`src/rtl/pipe_ctrl.sv`:
```
// pipe_ctrl: six-stage pipeline sequencer (stall merge, exception flush/redirect, post-flush hold).
// Optional stall watchdog is built when PIPE_CTRL_STALL_WDT_EN is defined.
module pipe_ctrl #(
  parameter logic [31:0] INT_VEC     = 32'h0000_0020,
  parameter logic [31:0] EXC_VEC     = 32'h0000_0040,
  parameter int unsigned HOLD_CYCLES = 2,
  parameter logic [15:0] WDT_LIMIT   = 16'd1024
) (
  input  logic        clk,
  input  logic        rst,
  input  logic        stallreq_id,
  input  logic        stallreq_ex,
  input  logic        stallreq_mem,
  input  logic        excp_valid,
  input  logic [4:0]  excp_code,
  input  logic [31:0] epc_i,
  output logic [5:0]  stall,
  output logic        flush,
  output logic [31:0] new_pc,
  output logic        stall_timeout
);

  localparam int unsigned HcW      = (HOLD_CYCLES > 1) ? $clog2(HOLD_CYCLES + 1) : 1;
  localparam logic [4:0]  CodeInt  = 5'h00;
  localparam logic [4:0]  CodeEret = 5'h0e;

  typedef enum logic [0:0] {StRun, StHold} state_e;

  state_e         r_state, w_state_d;
  logic [HcW-1:0] r_hold_cnt, w_hold_cnt_d;
  logic           w_accept;
  logic [5:0]     w_stall_req;

  always_comb begin
    if (stallreq_mem)     w_stall_req = 6'b011111;
    else if (stallreq_ex) w_stall_req = 6'b001111;
    else if (stallreq_id) w_stall_req = 6'b000111;
    else                  w_stall_req = 6'b000000;
  end

  // A bus-waiting mem stage keeps its exception pending until the wait ends.
  assign w_accept = (r_state == StRun) && excp_valid && !stallreq_mem;

  always_ff @(posedge clk or posedge rst) begin
    if (rst) begin
      r_state    <= StRun;
      r_hold_cnt <= '0;
    end else begin
      r_state    <= w_state_d;
      r_hold_cnt <= w_hold_cnt_d;
    end
  end

  always_comb begin
    w_state_d    = r_state;
    w_hold_cnt_d = r_hold_cnt;
    unique case (r_state)
      StRun: begin
        if (w_accept && (HOLD_CYCLES != 0)) begin
          w_state_d    = StHold;
          w_hold_cnt_d = HcW'(HOLD_CYCLES);
        end
      end
      StHold: begin
        if (r_hold_cnt <= HcW'(1)) begin
          w_state_d    = StRun;
          w_hold_cnt_d = '0;
        end else begin
          w_hold_cnt_d = r_hold_cnt - HcW'(1);
        end
      end
      default: w_state_d = StRun;
    endcase
  end

  always_comb begin
    stall  = 6'b0;
    flush  = 1'b0;
    new_pc = 32'h0;
    if (!rst) begin
      if (w_accept) begin
        flush = 1'b1;
        if (excp_code == CodeEret)     new_pc = epc_i;
        else if (excp_code == CodeInt) new_pc = INT_VEC;
        else                           new_pc = EXC_VEC;
      end else begin
        stall = w_stall_req;
      end
    end
  end

`ifdef PIPE_CTRL_STALL_WDT_EN
  logic [15:0] r_wdt_cnt;
  logic        w_wdt_hit;

  assign w_wdt_hit     = (r_wdt_cnt == WDT_LIMIT - 16'd1);
  assign stall_timeout = !rst && (stall != 6'b0) && w_wdt_hit;

  always_ff @(posedge clk or posedge rst) begin
    if (rst) begin
      r_wdt_cnt <= 16'd0;
    end else if ((stall == 6'b0) || flush || w_wdt_hit) begin
      r_wdt_cnt <= 16'd0;
    end else begin
      r_wdt_cnt <= r_wdt_cnt + 16'd1;
    end
  end
`else
  logic w_unused_wdt;
  assign w_unused_wdt  = ^WDT_LIMIT;
  assign stall_timeout = 1'b0;
`endif

endmodule

```
`config.mk`:
```
export PLATFORM = sky130hd
export DESIGN_NAME = pipe_ctrl
export DESIGN_NICKNAME = d
export VERILOG_FILES = /design/src/rtl/pipe_ctrl.sv
export SDC_FILE = /design/constraint.sdc
export NUM_CORES = 1
export LEC_CHECK = 0
export BUFFER_PORTS_ARGS = -buffer_cell sky130_fd_sc_hd__buf_4
export CAP_MARGIN = 20
export CORE_MARGIN = 1.5
export CORE_UTILIZATION = 27
export CTS_CLUSTER_DIAMETER = 200
export DETAILED_ROUTE_END_ITERATION = 7
export PLACE_DENSITY = 0.8
export SLEW_MARGIN = 10
export SYNTH_ARGS = -nofsm -noshare
export SYNTH_HDL_FRONTEND = slang
export SYNTH_SLANG_ARGS = --single-unit
```
`constraint.sdc`:
```
create_clock -name clk -period 1.7 [get_ports clk]
set_input_delay 0.085 -clock clk [delete_from_list [all_inputs] [get_ports clk]]
set_output_delay 0.085 -clock clk [all_outputs]
set_load 0.02 [all_outputs]
```
==> summary.txt <==
Ports -> 83
Detailed Route WL -> 1.85 mm
Fill cells -> 155
Final setup viols -> 30
CTS clk-pin slew, worst paths -> 0.04 ns
# clock sinks -> 3
Detail Route Antenna Nets -> 0
Maximum clock frequency -> 578 MHz
Area occupied by multi-input gates -> 342 µm²
Antenna violations before repair -> 0
Final TNS setup -> -0.485 ns
RSZ-0062 raised after global routing -> yes
CP max stage delay -> 0.39 ns
R2R Setup Slk -> 0.65 ns
Mean Syn Cell Area -> 7.10 µm²
Port Buffers -> 80
Vias in the first global route -> 606
Count of cell types in the netlist -> 20
Final min period -> 1.73 ns
Worst flop-to-flop path startpoint -> r_state
Vias after detailed routing -> 742
Routability-driven placement congestion ratio -> 0.689
Register bit total from synthesis -> 3
Largest net degree at the start of global routing -> 16
Initial Utilization -> 28.3%
Pre-antenna DRT Iters -> 4
WL/cell -> 10.4 µm
Hold crit path type -> primary input to register
Seq/Total Area, Yosys -> 15.5%
Pwr Density -> 406 nW/µm²
Initial DRC count -> 6
Area grow syn2layout -> 143%
Synthesized cell area -> 483 µm²
Clock skew -> 0.00260 ns
Data required, critical path -> 1.62 ns
Share of layout cells above drive strength 1 -> 60.1%
CP Capture Type -> primary output
Max_cap viols -> 0
Peak supply drop -> 0.359 mV
Routed vias/inst -> 4.17
Final period utilization -> 102%
Final Util -> 68.7%
Setup ws final -> -0.0299 ns
First-pass GRT wire length -> 2.55 mm
Overflow after GRT -> 0
Register Area -> 75.1 µm²
CP Class -> register to primary output
CP max stage cell -> or3b_4
Status -> complete, but fails checks
Row count -> 15
Hold WS -> 0.210 ns
Die ar. -> 2050 µm²
Clock Path Buffers -> 2
N_diodes -> 0
Post-route cell area -> 1170 µm²
Worst r2r path cells -> 3
Crit path cell chain -> or3b_4, nor3_4, buf_4, buf_16, and2_1, buf_4
Worst EP arrival -> 1.64 ns
Root Buffer -> clkbuf_4
Syn. warnings -> 0
Num CTS Buffers -> 3
Worst R2R End -> r_hold_cnt[1]
Crit path launch -> r_state
DRC violations left -> 0
CTS H-tree depth -> 1
Core Region -> 1710 µm²
Top cell by count, worst path -> buf_4
Latest clock arrival within the worst-skew pair -> 0.23 ns
Synthesized instance count -> 68
Slew Limit Fails -> 0
HPWL after DPL -> 1.53 mm
Crit start category -> register
NumNets Final -> 197
Die span in x -> 45.3 µm
CTS tree -> done
Die Height -> 45.3 µm
Final hold vios -> 0
Violated checks -> negative setup slack
GRT Resource Usage Total -> 16.8%
Crit-path max FO -> 15
Placed cell area -> 1080 µm²
Critical Path End -> new_pc[9]
Leakage power -> 0.000679 µW
[cell families (layout without fill, tap and decap cells)]
kind of cell	count (synthesis)	after routing	share of synthesized area [%]
AND/OR/NAND/NOR	45	45	57.3
AO/OA/AOI/OAI	9	9	10.9
other	1	2	0.776
buffers and inverters	10	94	15.5
flip-flops	3	3	15.5
[cell type report]
cell class              instances  share of cell area [%]
repair buffers                 87                    58.6
inverters                       3                   0.959
clock buffers                   4                    2.24
well taps                      25                    2.67
multi-input cells              56                    29.1
flip-flops and latches          3                    6.40
[placed cells by master (no fill, tap or decap), types with 2 or more instances in the layout]
cell and n:
nor2_1 4, o21ai_0 3, and2_1 30, conb_1 2
nand2_1 3, clkbuf_4 3, buf_4 84, a21oi_1 3
inv_1 3, dfrtp_1 3, or3_1 2
[per-layer routing]
layer	part of all wire (%)	GRT usage [%]	wire (µm)	vias up
met3	11	5.20	195	2
met2	56	32.0	1040	40
met4	0.49	7.06	9	0
met5	0	0	0	-
met1	33	16.5	603	320
li1	-	-	-	380
[sequential cells by signal, indices dropped and copies added (netlist names)]
signal / cells
r_hold_cnt: 2
r_state: 1
[worst min path at each step]
stage	start	endpoint	slack (ns)	depth (start not counted)
2_1_floorplan	rst	r_hold_cnt[0]	-0.16	1
3_3_place_gp	rst	r_hold_cnt[1]	-0.006	2
3_5_place_dp	rst	r_state	-0.0004	2
4_1_cts	excp_valid	r_hold_cnt[0]	0.20	3
5_1_grt	excp_valid	r_hold_cnt[0]	0.22	3
6_report	excp_valid	r_hold_cnt[0]	0.21	3
[what timing repair did]
action,CTS,global route
hold endpoints to repair,3,0
hold buffers,1,0
gates cloned,1,0
setup buffers,3,0
endpoints found under the setup margin,30,31
gates resized for setup,1,1
pin swaps,1,0
[cell usage after synthesis]
| master | instances | area (µm²) |
|---|---|---|
| buf_6 | 3 | 33.8 |
| or3_1 | 2 | 12.5 |
| nor3_4 | 1 | 16.3 |
| nand2b_1 | 1 | 6.26 |
| and2_1 | 30 | 188 |
| a21oi_1 | 3 | 15.0 |
| o21ai_0 | 3 | 15.0 |
| dfrtp_1 | 3 | 75.1 |
| inv_1 | 3 | 11.3 |
| or3b_4 | 1 | 11.3 |
| a21boi_0 | 1 | 7.51 |
| a211oi_1 | 1 | 7.51 |
| conb_1 | 1 | 3.75 |
| nor2_1 | 4 | 15.0 |
| a21o_1 | 1 | 7.51 |
| nand3_1 | 1 | 5.00 |
| buf_4 | 4 | 30.0 |
| nor3_1 | 1 | 5.00 |
| nand4_1 | 1 | 6.26 |
| nand2_1 | 3 | 11.3 |
[power by group]
part / internal (µW) / switching (µW) / leakage (µW)
Clock: 87.8 / 34.7 / 0.0000150
Sequential: 102 / 16.4 / 0.0000375
Combinational: 134 / 102 / 0.000627
Total: 324 / 153 / 0.000679
[critical path, delay by kind of cell, from the launching register on]
family	cells	cell delay [ns]
flip-flops	1	0.37
AND/OR/NAND/NOR	3	0.63
buffers and inverters	3	0.41
[per-stage QoR]
step | std cells | power, µW | worst slack [ns]
4_1_cts | 178 | 482 | -0.0313
3_5_place_dp | 169 | 346 | 0.178
3_3_place_gp | 169 | 337 | 0.208
5_1_grt | 178 | 512 | -0.115
6_report | 178 | 477 | -0.0299
2_1_floorplan | 69 | 225 | 0.0936
(Power assumes the default switching activity.)
